[src/rtl/mbinit_substate_sequencer_pkg.sv]
// Shared LTSM definitions for the MBINIT substate sequencer: substate indices,
// sequencer state encoding and sideband message width.
package mbinit_substate_sequencer_pkg;

  localparam int unsigned SB_MSG_W = 4;
  localparam int unsigned SubIdxW  = 3;

  localparam logic [SubIdxW-1:0] SUB_PARAM      = 3'd0;
  localparam logic [SubIdxW-1:0] SUB_CAL        = 3'd1;
  localparam logic [SubIdxW-1:0] SUB_REPAIRCLK  = 3'd2;
  localparam logic [SubIdxW-1:0] SUB_REPAIRVAL  = 3'd3;
  localparam logic [SubIdxW-1:0] SUB_REVERSALMB = 3'd4;
  localparam logic [SubIdxW-1:0] SUB_REPAIRMB   = 3'd5;

  // RUN(k) is StRun together with the registered substate index k.
  typedef enum logic [1:0] {
    StIdle,
    StRun,
    StDone,
    StError
  } seq_state_e;

endpackage

[src/rtl/mbinit_timeout_counter.sv]
// Saturating per-substate timeout counter; expired_o is high once the count
// reaches TIMEOUT_CYCLES-1.
module mbinit_timeout_counter #(
  parameter int unsigned TIMEOUT_CYCLES = 800000
) (
  input  logic clk_i,
  input  logic rst_ni,
  input  logic clr_i,
  input  logic en_i,
  output logic expired_o
);

  localparam int unsigned CntW = (TIMEOUT_CYCLES > 1) ? $clog2(TIMEOUT_CYCLES) : 1;
  localparam logic [CntW-1:0] CntMax = CntW'(TIMEOUT_CYCLES - 1);

  logic [CntW-1:0] cnt_d, cnt_q;

  always_comb begin
    cnt_d = cnt_q;
    if (clr_i) begin
      cnt_d = '0;
    end else if (en_i && (cnt_q != CntMax)) begin
      cnt_d = cnt_q + CntW'(1);
    end
  end

  always_ff @(posedge clk_i) begin
    if (!rst_ni) begin
      cnt_q <= '0;
    end else begin
      cnt_q <= cnt_d;
    end
  end

  assign expired_o = (cnt_q == CntMax);

endmodule

[src/rtl/mbinit_substate_sequencer.sv]
// MBINIT substate sequencer: steps the six substates in order, muxes sideband TX
// and reports done/error. Timeout logic is built only with MBINIT_SEQ_TIMEOUT_EN.
module mbinit_substate_sequencer
  import mbinit_substate_sequencer_pkg::*;
#(
  parameter int unsigned NUM_SUB        = 6,
  parameter int unsigned TIMEOUT_CYCLES = 800000
) (
  input  logic                        CLK,
  input  logic                        rst_n,
  input  logic                        i_mbinit_en,
  input  logic [NUM_SUB-1:0]          i_sub_end,
  input  logic [NUM_SUB-1:0]          i_sub_err,
  input  logic [SB_MSG_W*NUM_SUB-1:0] i_sub_tx_msg,
  input  logic [NUM_SUB-1:0]          i_sub_tx_valid,
  output logic [NUM_SUB-1:0]          o_sub_en,
  output logic [SB_MSG_W-1:0]         o_tx_msg,
  output logic                        o_tx_valid,
  output logic [SubIdxW-1:0]          o_active_sub,
  output logic                        o_mbinit_done,
  output logic                        o_train_error
);

  localparam logic [SubIdxW-1:0] LastSub = SubIdxW'(NUM_SUB - 1);

  seq_state_e           state_d, state_q;
  logic [SubIdxW-1:0]   idx_d, idx_q;
  logic [NUM_SUB-1:0]   sub_en_d;
  logic [SB_MSG_W-1:0]  tx_msg_d;
  logic                 tx_valid_d;
  logic [SubIdxW-1:0]   active_d;
  logic [NUM_SUB-1:0]   le_mask, lt_mask;
  logic                 fault;
  logic                 timeout_exp;

`ifdef MBINIT_SEQ_TIMEOUT_EN
  logic timeout_clr;

  // Restart the count whenever the next cycle is not a continuation of the same RUN(k).
  assign timeout_clr = !((state_q == StRun) && (state_d == StRun) && (idx_d == idx_q));

  mbinit_timeout_counter #(
    .TIMEOUT_CYCLES(TIMEOUT_CYCLES)
  ) u_timeout (
    .clk_i    (CLK),
    .rst_ni   (rst_n),
    .clr_i    (timeout_clr),
    .en_i     (state_q == StRun),
    .expired_o(timeout_exp)
  );
`else
  logic unused_timeout;
  assign unused_timeout = (TIMEOUT_CYCLES == 0);
  assign timeout_exp    = 1'b0;
`endif

  always_comb begin
    le_mask = '0;
    lt_mask = '0;
    for (int unsigned j = 0; j < NUM_SUB; j++) begin
      le_mask[j] = (SubIdxW'(j) <= idx_q);
      lt_mask[j] = (SubIdxW'(j) < idx_q);
    end
  end

  // Errors on active/completed substates, or a completed substate dropping its end flag.
  assign fault = (|(i_sub_err & le_mask)) | (|(lt_mask & ~i_sub_end)) | timeout_exp;

  always_comb begin
    state_d = state_q;
    idx_d   = idx_q;
    if (!i_mbinit_en) begin
      state_d = StIdle;
      idx_d   = SUB_PARAM;
    end else begin
      case (state_q)
        StIdle: begin
          state_d = StRun;
          idx_d   = SUB_PARAM;
        end
        StRun: begin
          if (fault) begin
            state_d = StError;
          end else if (i_sub_end[idx_q]) begin
            if (idx_q == LastSub) begin
              state_d = StDone;
            end else begin
              idx_d = idx_q + SubIdxW'(1);
            end
          end
        end
        default: ;
      endcase
    end
  end

  always_comb begin
    sub_en_d   = '0;
    tx_msg_d   = '0;
    tx_valid_d = 1'b0;
    active_d   = '0;
    case (state_d)
      StRun: begin
        active_d = idx_d;
        for (int unsigned j = 0; j < NUM_SUB; j++) begin
          sub_en_d[j] = (SubIdxW'(j) <= idx_d);
          if (SubIdxW'(j) == idx_d) begin
            tx_msg_d   = i_sub_tx_msg[j*SB_MSG_W +: SB_MSG_W];
            tx_valid_d = i_sub_tx_valid[j];
          end
        end
      end
      StDone:  sub_en_d = '1;
      default: ;
    endcase
  end

  always_ff @(posedge CLK) begin
    if (!rst_n) begin
      state_q       <= StIdle;
      idx_q         <= '0;
      o_sub_en      <= '0;
      o_tx_msg      <= '0;
      o_tx_valid    <= 1'b0;
      o_active_sub  <= '0;
      o_mbinit_done <= 1'b0;
      o_train_error <= 1'b0;
    end else begin
      state_q       <= state_d;
      idx_q         <= idx_d;
      o_sub_en      <= sub_en_d;
      o_tx_msg      <= tx_msg_d;
      o_tx_valid    <= tx_valid_d;
      o_active_sub  <= active_d;
      o_mbinit_done <= (state_d == StDone);
      o_train_error <= (state_d == StError);
    end
  end

endmodule

[config.mk]
export PLATFORM = sky130hd
export DESIGN_NAME = mbinit_substate_sequencer
export DESIGN_NICKNAME = d
export VERILOG_FILES = /design/src/rtl/mbinit_substate_sequencer_pkg.sv /design/src/rtl/mbinit_timeout_counter.sv /design/src/rtl/mbinit_substate_sequencer.sv
export SDC_FILE = /design/constraint.sdc
export NUM_CORES = 1
export LEC_CHECK = 0
export CAP_MARGIN = 20
export CELL_PAD_IN_SITES_DETAIL_PLACEMENT = 0
export CELL_PAD_IN_SITES_GLOBAL_PLACEMENT = 1
export CORE_MARGIN = 2
export CORE_UTILIZATION = 34
export CTS_BUF_LIST = sky130_fd_sc_hd__clkbuf_4
export CTS_CLUSTER_DIAMETER = 150
export DETAILED_ROUTE_END_ITERATION = 8
export GPL_TIMING_DRIVEN = 0
export HOLD_SLACK_MARGIN = 0.12
export PLACE_DENSITY = 0.87
export SLEW_MARGIN = 25
export SYNTH_ARGS = -nofsm -noshare
export SYNTH_HDL_FRONTEND = slang
export SYNTH_HIERARCHICAL = 1
export SYNTH_SLANG_ARGS = --single-unit
[constraint.sdc]
create_clock -name CLK -period 5.84 [get_ports CLK]
set_clock_uncertainty 0.15 [all_clocks]
set_input_delay 0.584 -clock CLK [delete_from_list [all_inputs] [get_ports CLK]]
set_output_delay 0.584 -clock CLK [all_outputs]
set_load 0.01 [all_outputs]
# --- Yosys cells after proc, flatten, opt, wreduce, memory -nomap -nowiden ---
# Index checks and enable logic that the tools add are counted.
classes:
  n_bitwise: 4
  order_cmp: 19
  reduce_logical: 5
  mux: 25
  n_eq_ne: 10
  add_sub_neg: 1
ops:
  columns: ["operator", "n"]
  rows:
  - ["$mux W4", 6]
  - ["$and A6 B6 Y6", 2]
  - ["$le A1 B3 Y1 const A", 4]
  - ["$le A2 B3 Y1 const A", 4]
  - ["$le A3 B3 Y1 const A", 4]
  - ["$mux W3", 4]
  - ["$pmux W6 S2", 1]
  - ["$reduce_or A6 Y1", 2]
  - ["$mux W2", 4]
  - ["$mux W1", 7]
  - ["$eq A2 B3 Y1 const A", 2]
  - ["$eq A3 B3 Y1 const A", 2]
  - ["$lt A1 B3 Y1 const A", 2]
  - ["$lt A2 B3 Y1 const A", 2]
  - ["$lt A3 B3 Y1 const A", 2]
  - ["$not A6 Y6", 1]
  - ["$pmux W3 S2", 1]
  - ["$eq A2 B1 Y1 const B", 2]
  - ["$eq A2 B2 Y1 const B", 2]
  - ["$lt A3 B4 Y1 const B", 1]
  - ["$pmux W2 S2", 1]
  - ["$add A3 B1 Y3 const B", 1]
  - ["$bmux W1 S3", 1]
  - ["$eq A1 B3 Y1 const A", 1]
  - ["5 further kinds", 5]
totals:
  elab_cells: 72
  register_bits: 21
  output_inout_bits: 16
  in_bits: 45

# --- Logic depth before layout (Yosys ltp) ---
# Gate-level depths: netlist (run 1).
logic_depth:
  ltp_word: 14
  depth_mapped: 15
  mapped_depth_nobuf: 13

# --- Worst setup path before layout (run 1) ---
# OpenSTA, ideal clock, no wires.
synth_path:
  path_kind: "input to register"
  start: "input i_sub_err[4]"
  end: "register o_sub_en[5]"
  required_time_ns: 5.620
  arrival_time_ns: 2.769
  cell_stages: 12
  setup_slack_ns: 2.851
  n_path_buf: 2
  setup_ns: 0.070
  path_cell_list: "nor3b_1 > o221ai_1 > a221o_1 > clkbuf_1 > o31ai_1 > a21oi_1 > inv_1 > ha_1 > and2_1 > clkbuf_1 > o211ai_1 > a21oi_1"
synth_between:
  elab_chain_len: 8
  elab_cells_between_ends: 13
  cone_classes: "order compare: 1; eq/ne: 2; mux: 7; bitwise: 2; reduce/logical: 1"
synth_lines:
  columns: ["item", "line_no", "rtl"]
  rows:
  - ["start: declaration", "mbinit_substate_sequencer.sv:13", "input logic [NUM_SUB-1:0] i_sub_err,"]
  - ["$and A6 B6 Y6 *", "mbinit_substate_sequencer.sv:67", "assign fault = (|(i_sub_err & le_mask)) | (|(lt_mask & ~i_sub_end)) | timeout_exp;"]
  - ["$reduce_or A6 Y1 *", "mbinit_substate_sequencer.sv:67", null]
  - ["$or A1 B1 Y1 *", "mbinit_substate_sequencer.sv:67", null]
  - ["$mux W2 *", "mbinit_substate_sequencer.sv:82", "if (fault) begin"]
  - ["$pmux W2 S2 *", "mbinit_substate_sequencer.sv:76", "case (state_q)"]
  - ["$mux W2 *", "mbinit_substate_sequencer.sv:72", "if (!i_mbinit_en) begin"]
  - ["net state_d[1]", "mbinit_substate_sequencer.sv:26", "seq_state_e state_d, state_q;"]
  - ["$eq A2 B2 Y1 / $eq A2 B1 Y1 (equally long branches)", "mbinit_substate_sequencer.sv:102", "case (state_d)"]
  - ["$pmux W6 S2 *", "mbinit_substate_sequencer.sv:102", null]
  - ["end signal: assignment", "mbinit_substate_sequencer.sv:131", "o_sub_en <= sub_en_d;"]
  - ["end: declaration", "mbinit_substate_sequencer.sv:16", "output logic [NUM_SUB-1:0] o_sub_en,"]
# Mark *: on every way through the listed nets, which the timed path passes. The rest lies on a longest branch.
# A chain may end at the register's enable or synchronous reset.

# --- Worst setup path after layout (run 1) ---
layout_path:
  start: "input i_sub_end[4]"
  end: "register o_sub_en[5]"
layout_between:
  elab_chain_len: 9
  elab_cells_between_ends: 18
  cone_classes: "order compare: 1; eq/ne: 2; mux: 11; bitwise: 3; reduce/logical: 1"
layout_lines:
  columns: ["item", "line_no", "rtl"]
  rows:
  - ["start: declaration", "mbinit_substate_sequencer.sv:12", "input logic [NUM_SUB-1:0] i_sub_end,"]
  - ["parallel branches: the longest is 4 deep, another holds $bmux W1 S3", null, null]
  - ["$mux W2 *", "mbinit_substate_sequencer.sv:82", null]
  - ["$pmux W2 S2 *", "mbinit_substate_sequencer.sv:76", null]
  - ["$mux W2 *", "mbinit_substate_sequencer.sv:72", null]
  - ["net state_d[1]", "mbinit_substate_sequencer.sv:26", null]
  - ["$eq A2 B2 Y1 / $eq A2 B1 Y1 (equally long branches)", "mbinit_substate_sequencer.sv:102", null]
  - ["$pmux W6 S2 *", "mbinit_substate_sequencer.sv:102", null]
# Mark *: on every way through the listed nets, which the timed path passes. The select of a mux whose other input is x is not followed.

==> results of run 1 <==
==> power breakdown <==
part | total [uW] | leakage [uW] | internal [uW] | switching (uW)
combinational | 124 | 0.000632 | 63.2 | 60.3
clock | 77.9 | 0.0000139 | 26.2 | 51.7
sequential | 151 | 0.000171 | 149 | 2.63
total | 353 | 0.000816 | 238 | 115
==> tightest hold or removal path, cell delays in order (launching register included) <==
cell	delay, ps
sky130_fd_sc_hd__dfxtp_1	360
sky130_fd_sc_hd__o31ai_1	70
sky130_fd_sc_hd__a21oi_1	110
sky130_fd_sc_hd__and2_1	160
==> logic make-up (layout without fill, tap and decap cells) <==
kind of cell    count (synthesis)  in the layout
fa+ha+maj                       6              6
flops                          21             21
simple gates                   70             70
buf+inv                        19             83
compound gates                 68             68
mux                             6              6
==> stage by stage <==
step                util (%)  hold slack (ps)
floorplan                  -            510.2
global placement       50.34            562.7
detailed placement     50.34            569.8
CTS                    51.03            594.2
global route           51.03            657.7
finish                 51.03            587.1
==> layout make-up <==
class,count,area (um2),share of cell area (%)
Multi-Input combinational cell,150,1018,45.83
Timing Repair Buffer,60,600.6,27.03
Sequential cell,21,420.4,18.92
Tap cell,52,65.06,2.928
Buffer,10,53.80,2.421
Inverter,9,33.78,1.520
Clock buffer,3,22.52,1.014
Clock inverter,1,7.507,0.3378
==> synthesized netlist by cell type (2+ instances only) <==
cell type | instances | area share (%)
sky130_fd_sc_hd__a21o_1 | 3 | 1.5
sky130_fd_sc_hd__o21ai_0 | 15 | 4.9
sky130_fd_sc_hd__mux2_1 | 2 | 1.5
sky130_fd_sc_hd__buf_6 | 2 | 1.5
sky130_fd_sc_hd__a211oi_1 | 6 | 3.0
sky130_fd_sc_hd__nor3b_1 | 2 | 0.98
sky130_fd_sc_hd__dfxtp_1 | 21 | 28
sky130_fd_sc_hd__a31oi_1 | 2 | 0.82
sky130_fd_sc_hd__o221ai_1 | 2 | 1.1
sky130_fd_sc_hd__o31a_1 | 5 | 2.9
sky130_fd_sc_hd__o2111a_1 | 4 | 3.0
sky130_fd_sc_hd__nor2_1 | 11 | 2.7
sky130_fd_sc_hd__o31ai_1 | 2 | 0.98
sky130_fd_sc_hd__and3_1 | 2 | 0.82
sky130_fd_sc_hd__clkbuf_1 | 6 | 1.5
sky130_fd_sc_hd__nand3_1 | 15 | 4.9
sky130_fd_sc_hd__a2111oi_2 | 2 | 2.0
sky130_fd_sc_hd__mux2_2 | 2 | 1.5
sky130_fd_sc_hd__nor2b_1 | 6 | 2.5
sky130_fd_sc_hd__ha_1 | 6 | 4.9
sky130_fd_sc_hd__a21boi_0 | 2 | 0.98
sky130_fd_sc_hd__a221o_1 | 2 | 1.3
sky130_fd_sc_hd__mux2i_1 | 2 | 1.3
sky130_fd_sc_hd__nand2_1 | 12 | 3.0
sky130_fd_sc_hd__nand4_1 | 6 | 2.5
sky130_fd_sc_hd__a41o_1 | 2 | 1.3
sky130_fd_sc_hd__o2111ai_1 | 2 | 1.1
sky130_fd_sc_hd__o21ai_1 | 4 | 1.3
sky130_fd_sc_hd__a21oi_1 | 7 | 2.3
sky130_fd_sc_hd__or4_1 | 2 | 0.98
sky130_fd_sc_hd__inv_1 | 8 | 2.0
sky130_fd_sc_hd__and2_1 | 7 | 2.9
sky130_fd_sc_hd__nand2b_1 | 2 | 0.82
==> sequential cells by signal (all words and copies together) (netlist names) <==
signal         flops
o_sub_en           6
o_tx_msg           4
idx_q              3
o_active_sub       3
state_q            2
o_mbinit_done      1
o_train_error      1
o_tx_valid         1
==> routing by layer <==
| layer | share of wire, % | wire [um] | track usage, % | up-vias |
|---|---|---|---|---|
| met2 | 45 | 2068 | 29.60 | 59 |
| met3 | 6.7 | 303 | 4.274 | 6 |
| met4 | 0.95 | 43 | 3.145 | 0 |
| met1 | 47 | 2133 | 23.93 | 768 |
| li1 | - | - | - | 858 |
| met5 | 0 | 0 | 0 | - |
==> path summary, 6_finish.rpt <==
kind | endpoint | slack, ps
worst max-delay path | o_sub_en[5]$_SDFF_PN0_ | 2270
worst min-delay path | state_q[1]$_SDFF_PN0_ | 590
worst max register to register | o_sub_en[5]$_SDFF_PN0_ | 2310
worst min register to register | state_q[1]$_SDFF_PN0_ | 590
==> metrics list, run 1 <==
* Run status: completed
- The share of the Yosys chip area taken by registers is 27.54%.
- Arrival time reported for the critical path endpoint: between 3000 and 4000 ps
- Synthesized-area fraction occupied by xor and xnor cells: 0%
* Synthesized instance count: 190
* Period utilization: between 60% and 70%
- Number of placement rows: 24
* Maximum number of pins on one net before global-route repair: 14
- Port buffer count: 60
- In this run the critical register-to-register path is launched from idx_q[1]$_SDFF_PN0_.
- The tree is rooted in a sky130_fd_sc_hd__clkbuf_4.
* Overall routed net length: between 4000 and 5000 um
- Counting tap cells, the placed design contains a total of around 300 instances.
* Tot GR Track Use: about 18%
- Top flip-flop cell by instance count after synthesis: sky130_fd_sc_hd__dfxtp_1
* Slowest stage cell, crit path: sky130_fd_sc_hd__clkdlybuf4s50_1
* Layout overhead on the synthesized area: 45.57%
- Avg WL per Cell: 14.86 um
- Synth Area in Simple Gates: between 20% and 30%
- The post-route netlist has under 10% of its cells at a drive strength greater than 1.
* Number of cells on the worst hold path: 3
* Cell type group with the largest total delay on the critical path: compound AO/OA/AOI/OAI gates
- The max-slew violation total from the final report was 0.
- Once the floorplan was initialized, standard cells occupied between 30% and 40% of the core.
- After filler insertion, the fill cell instance count of the layout stands at 422.
* Count of buffering cells on the critical path with inverters included: 4
- Fin area: between 2000 and 2500 um2
* Synthesized Nets: 241
- Estimated wirelength of the detail-placed design: between 3000 and 4000 um
- The min-delay analysis places its worst path in the category reg2reg.
- After Yosys synthesis, full adders, half adders and majority gates account for under 10% of the synthesized area.
- The number of global-route vias before repair came to around 1500.
- In this run the static leakage power is 0.0008163 uW.
- The first routing iteration left around 120 violations.
- The number of antenna violations at the first check in global routing is 0.
- The synthesized design contains 21 register bits.
- First-pass iteration count of the detailed router: 5
* Die X: ~71 um
- Setup repair after global routing left no endpoint under its margin.
* Mean instance size in the synthesized netlist: around 8.0 um2
* Post CTS Setup Buffer Count: 0
- Critical path, cell by cell: clkdlybuf4s50_1, nor3b_1, o221ai_1, a221o_1, clkbuf_1, o31ai_1, a21oi_1, inv_1, ha_1, and2_1, clkbuf_1, o211ai_1, a21oi_1
* Ratio of total power to cell area: roughly 160 nW/um2
* Hold buffer count at CTS: 0
- Leading cell types in the layout, fill and taps excluded: sky130_fd_sc_hd__clkdlybuf4s50_1 (60), sky130_fd_sc_hd__dfxtp_1 (21), sky130_fd_sc_hd__o21ai_0 (15), sky130_fd_sc_hd__nand3_1 (15), sky130_fd_sc_hd__nand2_1 (12)
- Remaining Overflow, GRT: 0
* Proportion of synthesized area in mux cells: 4.262%
* Number of routed nets with antenna violations: 0
* Clock tree from TritonCTS: done
- The count of endpoints failing hold in the final timing report was 0.
- Biggest fanout along the worst timing path: 10
* Top-level I/O count: 61
- Delay contributed by the slowest stage of the critical path: 490 ps
- Last weighted congestion value of the routability-driven placer: about 0.84
* Chip Height: 71.01 um
- Wire length of the first global-routing pass: roughly 7300 um
* Setup slack of the critical path after layout: 2267 ps
* Resized cells post-CTS: 0
* Number of cells on the worst reg-to-reg path: 14
- STA classifies the critical path endpoint as a flop.
- Maximum capacitance violations: 0
* WP depth: 13
* Hold wc startpoint: state_q[0]$_SDFF_PN0_
- Clock-pin slew was measured on the worst setup and hold paths at around 130 ps.
* Total negative slack: 0 ps
- Level count of the clock H-tree: 1
- Number of nets in the final layout: 306
* Worst skew pair latency: between 300 and 400 ps
- The synthesized netlist devotes approximately a third of its cell area to compound gates.
- 0 antenna diodes ended up in the layout.
- Total number of vias: roughly 1700
- VDD sags by at most ~0.11 mV.
* Slew at the pin closest to its max-slew limit: 828.2 ps
- CTS saw 21 sinks.
* Req. time, crit path: between 5000 and 6000 ps
- Setup crit start: i_sub_end[4]
- Area of the placeable core: ~4400 um2
- Warning count from the yosys run: 6
- Most frequent standard cell in the layout excluding fill and tap cells: sky130_fd_sc_hd__clkdlybuf4s50_1
- Count of cell types in the netlist: between 40 and 50
- DR vias/cell: 5.526
* Clock period minus worst slack: 3573 ps
- Maximum achievable frequency: 279.9 MHz
- Total of endpoints with negative setup slack in the final report: 0
* Standard cell area after detailed placement: ~2200 um2
- Overall power consumption after layout is estimated at 352.8 uW.
* Count of unresolved DRC violations after routing: 0
* Kind of start point of the critical path: input pin
- Number of buffers created by CTS: 3
- Counting flops with a built-in enable in the synthesized netlist gives 0.
- After synthesis, the largest family of logic cells by area is compound AO/OA/AOI/OAI gates.
- The critical path is of the in2reg type.
* Area of the die: 5042 um2
- Maximum count of clock buffers along a single path: 2
- Async S/R FF share, synth: 0%
- Pre-CTS WS: 1933 ps
* Mapped Area: roughly 1500 um2
* Fin cells: roughly 300
- Worst max-slew margin expressed relative to the limit: a little over two fifths
(Power assumes the default switching activity.)
==> run 2, diff against run 1 <==
- CORE_UTILIZATION: 34 -> 32
- PLACE_DENSITY: 0.87 -> 0.83
- clock period: 5.84 -> 3.56 ns (I/O delays scaled with it)
==> run 2 against run 1 <==
  * Flip-flop and latch count unchanged
  * Cell area rose by 2.1%
  * Non-clock buffer count grew 2
  * Sequential power is 65% higher
  * First-iteration DRC count is 7.8% lower
  * Register-to-register slack lost 2000 ps
  * Sequential share of layout area is 0.34 points lower
  * Highest routed layer unchanged
==> metrics list, run 2 (synthesis gave the netlist of run 1 again) <==
- Area of the die: 5338 um2 (was 5042 um2)
- Chip Height: 73.07 um (was 71.01 um)
- The depth of the worst register-to-register path is 11 (was 14).
- The standard cell with the maximum stage delay on the critical path was sky130_fd_sc_hd__nor4_1 (was sky130_fd_sc_hd__clkdlybuf4s50_1).
- Met1 track utilization from global routing: 23.91% (was 23.93%)
- Sequential share of power: 42.6% (was 42.9%)
* Kind of start point of the critical path: flop (was input pin)
* Slew at the pin closest to its max-slew limit: 790.4 ps (was 828.2 ps)
- Wire length of the first global-routing pass: 7286 um (was 7314 um)
- The critical path endpoint category is a flop (unchanged).
- The count of input and output buffers came to 60 (unchanged).
- Clock period minus worst slack: 3272 ps
- The logic gate share of total power is 36.3% (was 35.0%).
* Count of unresolved DRC violations after routing: 0 (unchanged)
- Arrival time reported for the critical path endpoint: 3330 ps (was 3680 ps)
* Biggest register: o_sub_en (unchanged)
* Maximum capacitance violations: 0 (unchanged)
* PnR Total Power: 583.9 uW (was 352.8 uW)
- CTS sink cnt: 21 (unchanged)
- Based on the critical path, the design can be clocked at up to approximately 300 MHz.
- The number of global-route vias before repair is 1568 (was 1546).
- Area of the placeable core: 4661 um2 (was 4354 um2)
* Clk slew on worst S/H paths: 130 ps (about the same)
- Delay contributed by the slowest stage of the critical path: 580 ps (was 490 ps)
* Net switching share of the total power: 32.09% (was 32.51%)
- The final standard cell utilization of the core was 48.70% (was 51.03%).
* Estimated wirelength of the detail-placed design: 3537 um (was 3522 um)
- Kind of critical path: reg2reg (was in2reg)
- The total global routing overflow came to 0 (unchanged).
- Worst hold path type: in2reg (was reg2reg)
- Initial antenna violation count: 0 (unchanged)
- Setup repair after global routing missed its margin: false (unchanged)
- The top-level I/O count is 61 (unchanged).
* Total of endpoints with negative setup slack in the final report: 0 (unchanged)
- Run status: completed (unchanged).
* Worst skew pair latency: 310 ps (was 320 ps)
- The largest driver fanout on the critical path was 10 (unchanged).
- Top Registers: o_sub_en: 6 flops, o_tx_msg: 4 flops (unchanged)
* Leading cell types in the layout, fill and taps excluded: sky130_fd_sc_hd__clkdlybuf4s50_1 (60), sky130_fd_sc_hd__dfxtp_1 (20), sky130_fd_sc_hd__o21ai_0 (15), sky130_fd_sc_hd__nand3_1 (15) (was sky130_fd_sc_hd__clkdlybuf4s50_1 (60), sky130_fd_sc_hd__dfxtp_1 (21), sky130_fd_sc_hd__o21ai_0 (15), sky130_fd_sc_hd__nand3_1 (15), sky130_fd_sc_hd__nand2_1 (12))
* Internal Power: 396.5 uW (was 238.1 uW)
- DR vias/cell: 5.442 (was 5.526)
* Number of cells on the worst hold path: 4 (was 3)
* Initial DRC count: 107 (was 116)
* Level count of the clock H-tree: 1 (unchanged)
* Cell type group with the largest total delay on the critical path: simple AND/OR/NAND/NOR gates (was compound AO/OA/AOI/OAI gates)
- Maximum count of clock buffers along a single path: 2 (unchanged)
- Number of buffers created by CTS: 3 (unchanged)
- Flip-flop count of the largest register, all copies and words added: 6 (unchanged)
* Power share of the clock group: 21.1% (was 22.1%)
* Maximum number of pins on one net before global-route repair: 14 (unchanged)
- First-pass iteration count of the detailed router: 4 (was 5)
* GR Util met3: 3.591% (was 4.274%)
* Req. time, crit path: 3620 ps (was 5950 ps)
* Worst max-slew margin expressed relative to the limit: 45.80% (was 43.20%)
- Leakage component of the power: 0.0008469 uW (was 0.0008163 uW)
- The met2 routing resource usage after global routing is 28.03% (was 29.60%).
- The effective utilization at floorplan is 32.75% (was 35.06%).
- The worst ir drop on vdd was 0.1736 mV (was 0.1084 mV).
- The total number of cells along the worst setup path was 11 (was 13).
- Total negative slack: 0 ps (unchanged)
- Hold buffer count at CTS: 0 (unchanged)
- The total routing usage reported by global routing was 17.28% (was 17.84%).
* Critical path, cell by cell: clkbuf_2, inv_1, ha_1, nand2_1, a31oi_1, a221o_1, clkbuf_2, nor4_1, nor2_1, a2111oi_2, a211oi_1 (was clkdlybuf4s50_1, nor3b_1, o221ai_1, a221o_1, clkbuf_1, o31ai_1, a21oi_1, inv_1, ha_1, and2_1, clkbuf_1, o211ai_1, a21oi_1)
- Number of nets in the final layout: 308 (was 306)
* Share of final-layout standard cells stronger than drive strength 1: 10.16% (was 5.906%)
- The final antenna diode count came to 0 (unchanged).
* Avg WL per Cell: 15.05 um (was 14.86 um)
- The number of placement rows is 25 (was 24).
- The worst slack on hold paths is 568.7 ps (was 587.1 ps).
- The power density over the cells was 257.3 nW/um2 (was 158.8 nW/um2).
- Layout overhead on the synthesized area: 48.69% (was 45.57%)
- Most frequent standard cell in the layout excluding fill and tap cells: sky130_fd_sc_hd__clkdlybuf4s50_1 (unchanged)
- The global routing's busiest layer was met2 (unchanged).
* Die X: 73.07 um (was 71.01 um)
* Clk Tree Root Cell: sky130_fd_sc_hd__clkbuf_4 (unchanged)
* Hold Vio Cnt, Final: 0 (unchanged)
- The net switching power was 187.4 uW (was 114.7 uW).
- Overall routed net length: 4664 um (was 4547 um)
- The cell that appears most often on the critical path is sky130_fd_sc_hd__clkbuf_2.
- The number of vias in the routed layout is 1687 (was 1691).
* Clock tree from TritonCTS: done (unchanged)
- The count of buffering cells on the critical path with inverters included is 3 (was 4).
* Final-report max-slew violation count: 0 (unchanged)
- Number of routed nets with antenna violations: 0 (unchanged)
* Last weighted congestion value of the routability-driven placer: 0.7803 (was 0.8384)
- Period utilization: roughly 90%
## run 2: cell type report
type / count / area (um2)
fill: 471 / 2391
multi-input combinational: 150 / 1040
timing repair buffer: 63 / 623.1
sequential: 21 / 421.7
tap: 54 / 67.56
buffer: 9 / 53.80
inverter: 9 / 33.78
clock buffer: 3 / 22.52
clock inverter: 1 / 7.507
## run 2: layer usage
metal / up-vias / part of all wire, %
met1: 782 / 46
met4: 0 / 0.58
li1: 858 / -
met2: 45 / 48
met3: 2 / 5.1
met5: - / 0
## run 2: stage by stage
step / cell area, um2 / cells / worst slack [ps]
floorplan: 1526 / 190 / 632.2
global placement: 2195 / 304 / -144.7
detailed placement: 2195 / 304 / -167.2
CTS: 2225 / 308 / 14.29
global route: 2270 / 310 / 1.983
finish: 2270 / 310 / 287.5
## run 2: path summary, 6_finish.rpt
check | startpoint | end | slack (ps)
worst max-delay path | idx_q[1]$_SDFF_PN0_ | o_tx_msg[0]$_SDFF_PN0_ | 290
worst min-delay path | i_sub_tx_msg[15] | o_tx_msg[3]$_SDFF_PN0_ | 570
worst max register to register | idx_q[1]$_SDFF_PN0_ | o_tx_msg[0]$_SDFF_PN0_ | 290
worst min register to register | state_q[0]$_SDFF_PN0_ | state_q[1]$_SDFF_PN0_ | 600
## run 2: power groups by stage
stage	Sequential [uW]	Clock (uW)	Combinational (uW)
2_1_floorplan	257	0	106
3_3_place_gp	254	0	203
3_5_place_dp	254	0	201
4_1_cts	249	129	203
5_1_grt	250	135	232
6_report	249	123	212
## run 2: what timing repair did
item / in CTS / in global routing
resized for setup: 0 / 11
endpoints found under the setup margin: 0 / 11
buffers inserted: 0 / 3
## run 2: worst register-to-register path, stage by stage, from the launching register on
cell and delay (ps):
sky130_fd_sc_hd__dfxtp_1 440, sky130_fd_sc_hd__clkbuf_2 270, sky130_fd_sc_hd__inv_1 70, sky130_fd_sc_hd__ha_1 210, sky130_fd_sc_hd__nand2_1 70, sky130_fd_sc_hd__a31oi_1 80
sky130_fd_sc_hd__a221o_1 360, sky130_fd_sc_hd__clkbuf_2 220, sky130_fd_sc_hd__nor4_1 580, sky130_fd_sc_hd__nor2_1 260, sky130_fd_sc_hd__a2111oi_2 370, sky130_fd_sc_hd__a211oi_1 90
==> run 3, diff against run 2 <==
- CORE_ASPECT_RATIO: unset -> 2
- CTS_CLUSTER_SIZE: unset -> 30
- PLACE_DENSITY: 0.83 -> unset
- PLACE_DENSITY_LB_ADDON: unset -> 0.25
==> run 3 against run 2 <==
  * Flip-flop and latch count unchanged
  * Worst hold slack got worse by 2.6 ps
  * Fmax shrank 1.5%
  * Total power grew 1.9%
  * Critical path type is now in2reg
  * Largest cell class unchanged
  * Largest power group unchanged
==> metrics list, run 3 (synthesis gave the netlist of run 1 again) <==
- Run status: completed (unchanged).
- Req. time, crit path: 3650 ps (was 3620 ps)
* Number of buffers created by CTS: 3 (unchanged)
- Top-level I/O count: 61 (unchanged)
- The via density per instance is 5.489 (was 5.442).
- The number of placement rows was 35 (was 25).
- Slowest stage cell, crit path: sky130_fd_sc_hd__clkdlybuf4s50_1 (was sky130_fd_sc_hd__nor4_1)
- The clock transition time at the flip-flop clock pins of the worst setup and hold paths is 150 ps (was 130 ps).
* Area of the die: 5372 um2 (was 5338 um2)
* Level count of the clock H-tree: 1 (unchanged)
* Chip Height: 101.7 um (was 73.07 um)
- The count of buffering cells on the critical path with inverters included was 3 (unchanged).
* Logic gate share of total power: 35.7% (was 36.3%)
* Estimated wirelength of the detail-placed design: 4037 um (was 3537 um)
* Maximum resistive drop on vdd: 0.1965 mV (was 0.1736 mV)
- The sequential group share of total power came to 41.8% (was 42.6%).
- The count of endpoints failing hold in the final timing report came to 0 (unchanged).
- The clock sink count was 21 (unchanged).
* Setup repair after global routing missed its margin: false (unchanged)
- The area taken by multi-input logic gates came to 1036 um2 (was 1040 um2).
- The proportion of total power due to net switching was 33.72% (was 32.09%).
- Die X: 52.84 um (was 73.07 um)
* Maximum achievable frequency: 301.0 MHz (was 305.6 MHz)
- Power share of the clock group: 22.5% (was 21.1%)
- The number of flip-flops under the largest register name was 6 (unchanged).
- Clock period minus worst slack: 3322 ps (was 3272 ps)
- Maximum number of pins on one net before global-route repair: 14 (unchanged)
- The total global routing overflow was 0 (unchanged).
- Kind of critical path: in2reg (was reg2reg)
* Most frequent standard cell in the layout excluding fill and tap cells: sky130_fd_sc_hd__clkdlybuf4s50_1 (unchanged)
- The type of the tightest min-delay check is in2reg (unchanged).
- Leading cell types in the layout, fill and taps excluded: sky130_fd_sc_hd__clkdlybuf4s50_1 (60), sky130_fd_sc_hd__dfxtp_1 (21), sky130_fd_sc_hd__o21ai_0 (15), sky130_fd_sc_hd__nand3_1 (15), sky130_fd_sc_hd__nand2_1 (12) (was sky130_fd_sc_hd__clkdlybuf4s50_1 (60), sky130_fd_sc_hd__dfxtp_1 (20), sky130_fd_sc_hd__o21ai_0 (15), sky130_fd_sc_hd__nand3_1 (15))
* Wire length of the first global-routing pass: 8142 um (was 7286 um)
* Kind of start point of the critical path: input pin (was flop)
- Maximum capacitance violations: 0 (unchanged)
* Arrival time reported for the critical path endpoint: 3420 ps (was 3330 ps)
- The number of routed nets with antenna violations is 0 (unchanged).
* Clock tree from TritonCTS: done (unchanged)
* Area of the placeable core: 4598 um2 (was 4661 um2)
- Critical path, cell by cell: clkdlybuf4s50_1, nor3b_1, o221ai_1, a221o_1, clkbuf_2, o31ai_1, a21oi_1, inv_1, ha_1, nand2_1, a41o_1, a211oi_1 (was clkbuf_2, inv_1, ha_1, nand2_1, a31oi_1, a221o_1, clkbuf_2, nor4_1, nor2_1, a2111oi_2, a211oi_1)
- Sw Pwr: 200.6 uW (was 187.4 uW)
* Total of endpoints with negative setup slack in the final report: 0 (unchanged)
- The clock network latency to the later pin of the worst-skew pair came to 340 ps (was 310 ps).
- The relative area change from synthesis to final layout is 47.46% (was 48.69%).
- Biggest register: o_sub_en (unchanged)
- Ratio of total power to cell area: 264.3 nW/um2 (was 257.3 nW/um2)
- The internal cell power came to 394.3 uW (was 396.5 uW).
* Biggest fanout along the worst timing path: 10 (unchanged)
- Overall routed net length: 5079 um (was 4664 um)
* Starting utilization of the core area: 33.20% (was 32.75%)
* Fillers: 475 (was 471)
* Number of nets in the final layout: 306 (was 308)
- The kind of cell with the highest combined delay on the critical path was compound AO/OA/AOI/OAI gates (was simple AND/OR/NAND/NOR gates).
- First-pass iteration count of the detailed router: 4 (unchanged)
* Final-report max-slew violation count: 0 (unchanged)
- Total number of vias: 1696 (was 1687)
- Number of antenna diodes: 0 (unchanged)
- The total routing usage reported by global routing is 20.11% (was 17.28%).
- Number of global-route vias before repair: 1814 (was 1568)
* DP Cell Count: 305 (was 304)
- Maximum count of clock buffers along a single path: 2 (unchanged)
- Last weighted congestion value of the routability-driven placer: 0.8236 (was 0.7803)
- The static leakage came to 0.0008361 uW (was 0.0008469 uW).
- The setup slack after layout came to 237.6 ps (was 287.5 ps).
- The final cell count without fillers came to 309 (was 310).
* Port buffer count: 60 (unchanged)
- Initial DRC count: 44 (was 107)
- The part of the cycle the worst path needs was 93.33% (was 91.92%).
* Final Util: 48.95% (was 48.70%)
- Initial antenna violation count: 0 (unchanged)
- Delay contributed by the slowest stage of the critical path: 490 ps (was 580 ps)
* Critical path capture point type: flop (unchanged)
* Count of unresolved DRC violations after routing: 0 (unchanged)
- Hold buffer count at CTS: 0 (unchanged)
* Avg WL per Cell: 16.44 um (was 15.05 um)
- Top Registers: o_sub_en: 6 flops, o_tx_msg: 4 flops (unchanged)
* Clk Tree Root Cell: sky130_fd_sc_hd__clkbuf_4 (unchanged)
- The worst-case setup slack after placement came to -274.0 ps (was -167.2 ps).
- The layout cell share with drive strength beyond 1 came to 8.268% (was 10.16%).
- The slew of the pin with the lowest slew margin came to 865.9 ps (was 790.4 ps).
* Storage cell area: 420.4 um2 (was 421.7 um2)
- Worst max-slew margin expressed relative to the limit: 40.62% (was 45.80%)
-- run 3: through the flow --
step	hold slack, ps	instance area, um2	total power [uW]	setup TNS [ps]
floorplan	327.7	1526	362.4	0
global placement	592.5	2196	460.6	-1464
detailed placement	606.8	2196	460.3	-1840
CTS	565.0	2223	590.7	0
global route	602.7	2251	623.1	0
finish	566.1	2251	594.9	0
-- run 3: path summary, 6_finish.rpt --
check	startpoint	endpoint	slack, ps	depth (start not counted)
worst max-delay path	i_sub_end[4]	o_tx_msg[3]$_SDFF_PN0_	240	12
worst min-delay path	i_sub_tx_msg[12]	o_tx_msg[0]$_SDFF_PN0_	570	4
worst max register to register	idx_q[0]$_SDFF_PN0_	o_tx_msg[3]$_SDFF_PN0_	250	14
worst min register to register	state_q[0]$_SDFF_PN0_	state_q[1]$_SDFF_PN0_	600	3
-- run 3: timing repair --
item                                    CTS  global route
hold endpoints to repair                  0             0
gates cloned                              0             0
buffers inserted                          0             1
endpoints found under the setup margin    3            10
gates resized for setup                   1             7
pin swaps                                 0             1
-- run 3: area by class of cell --
type                    instances  share of cell area, %
plain buffers                   9                  2.390
clock buffers                   3                  1.001
clock inverters                 1                 0.3335
inverters                       9                  1.501
multi-input cells             150                  46.03
flip-flops and latches         21                  18.68
well taps                      55                  3.057
repair buffers                 61                  27.01
-- run 3: tightest hold or removal path, delay by kind of cell --
family	cells	cell delay, ps
and+or+nand+nor	1	70
buffers and inverters	1	400
AOI/OAI and AO/OA	2	210
-- run 3: power groups by stage --
stage / registers (uW) / clock network [uW] / logic, uW
3_3_place_gp: 254 / 0 / 207
3_5_place_dp: 254 / 0 / 206
6_report: 249 / 134 / 212
2_1_floorplan: 257 / 0 / 106
4_1_cts: 249 / 134 / 207
5_1_grt: 250 / 140 / 233
-- run 3: per-layer routing --
layer	up-vias	share of wire, %	global-route usage [%]
met3	9	4.2	1.475
met1	776	37	20.44
li1	858	-	-
met2	53	57	39.42
met4	0	2.3	8.481
met5	-	0	0
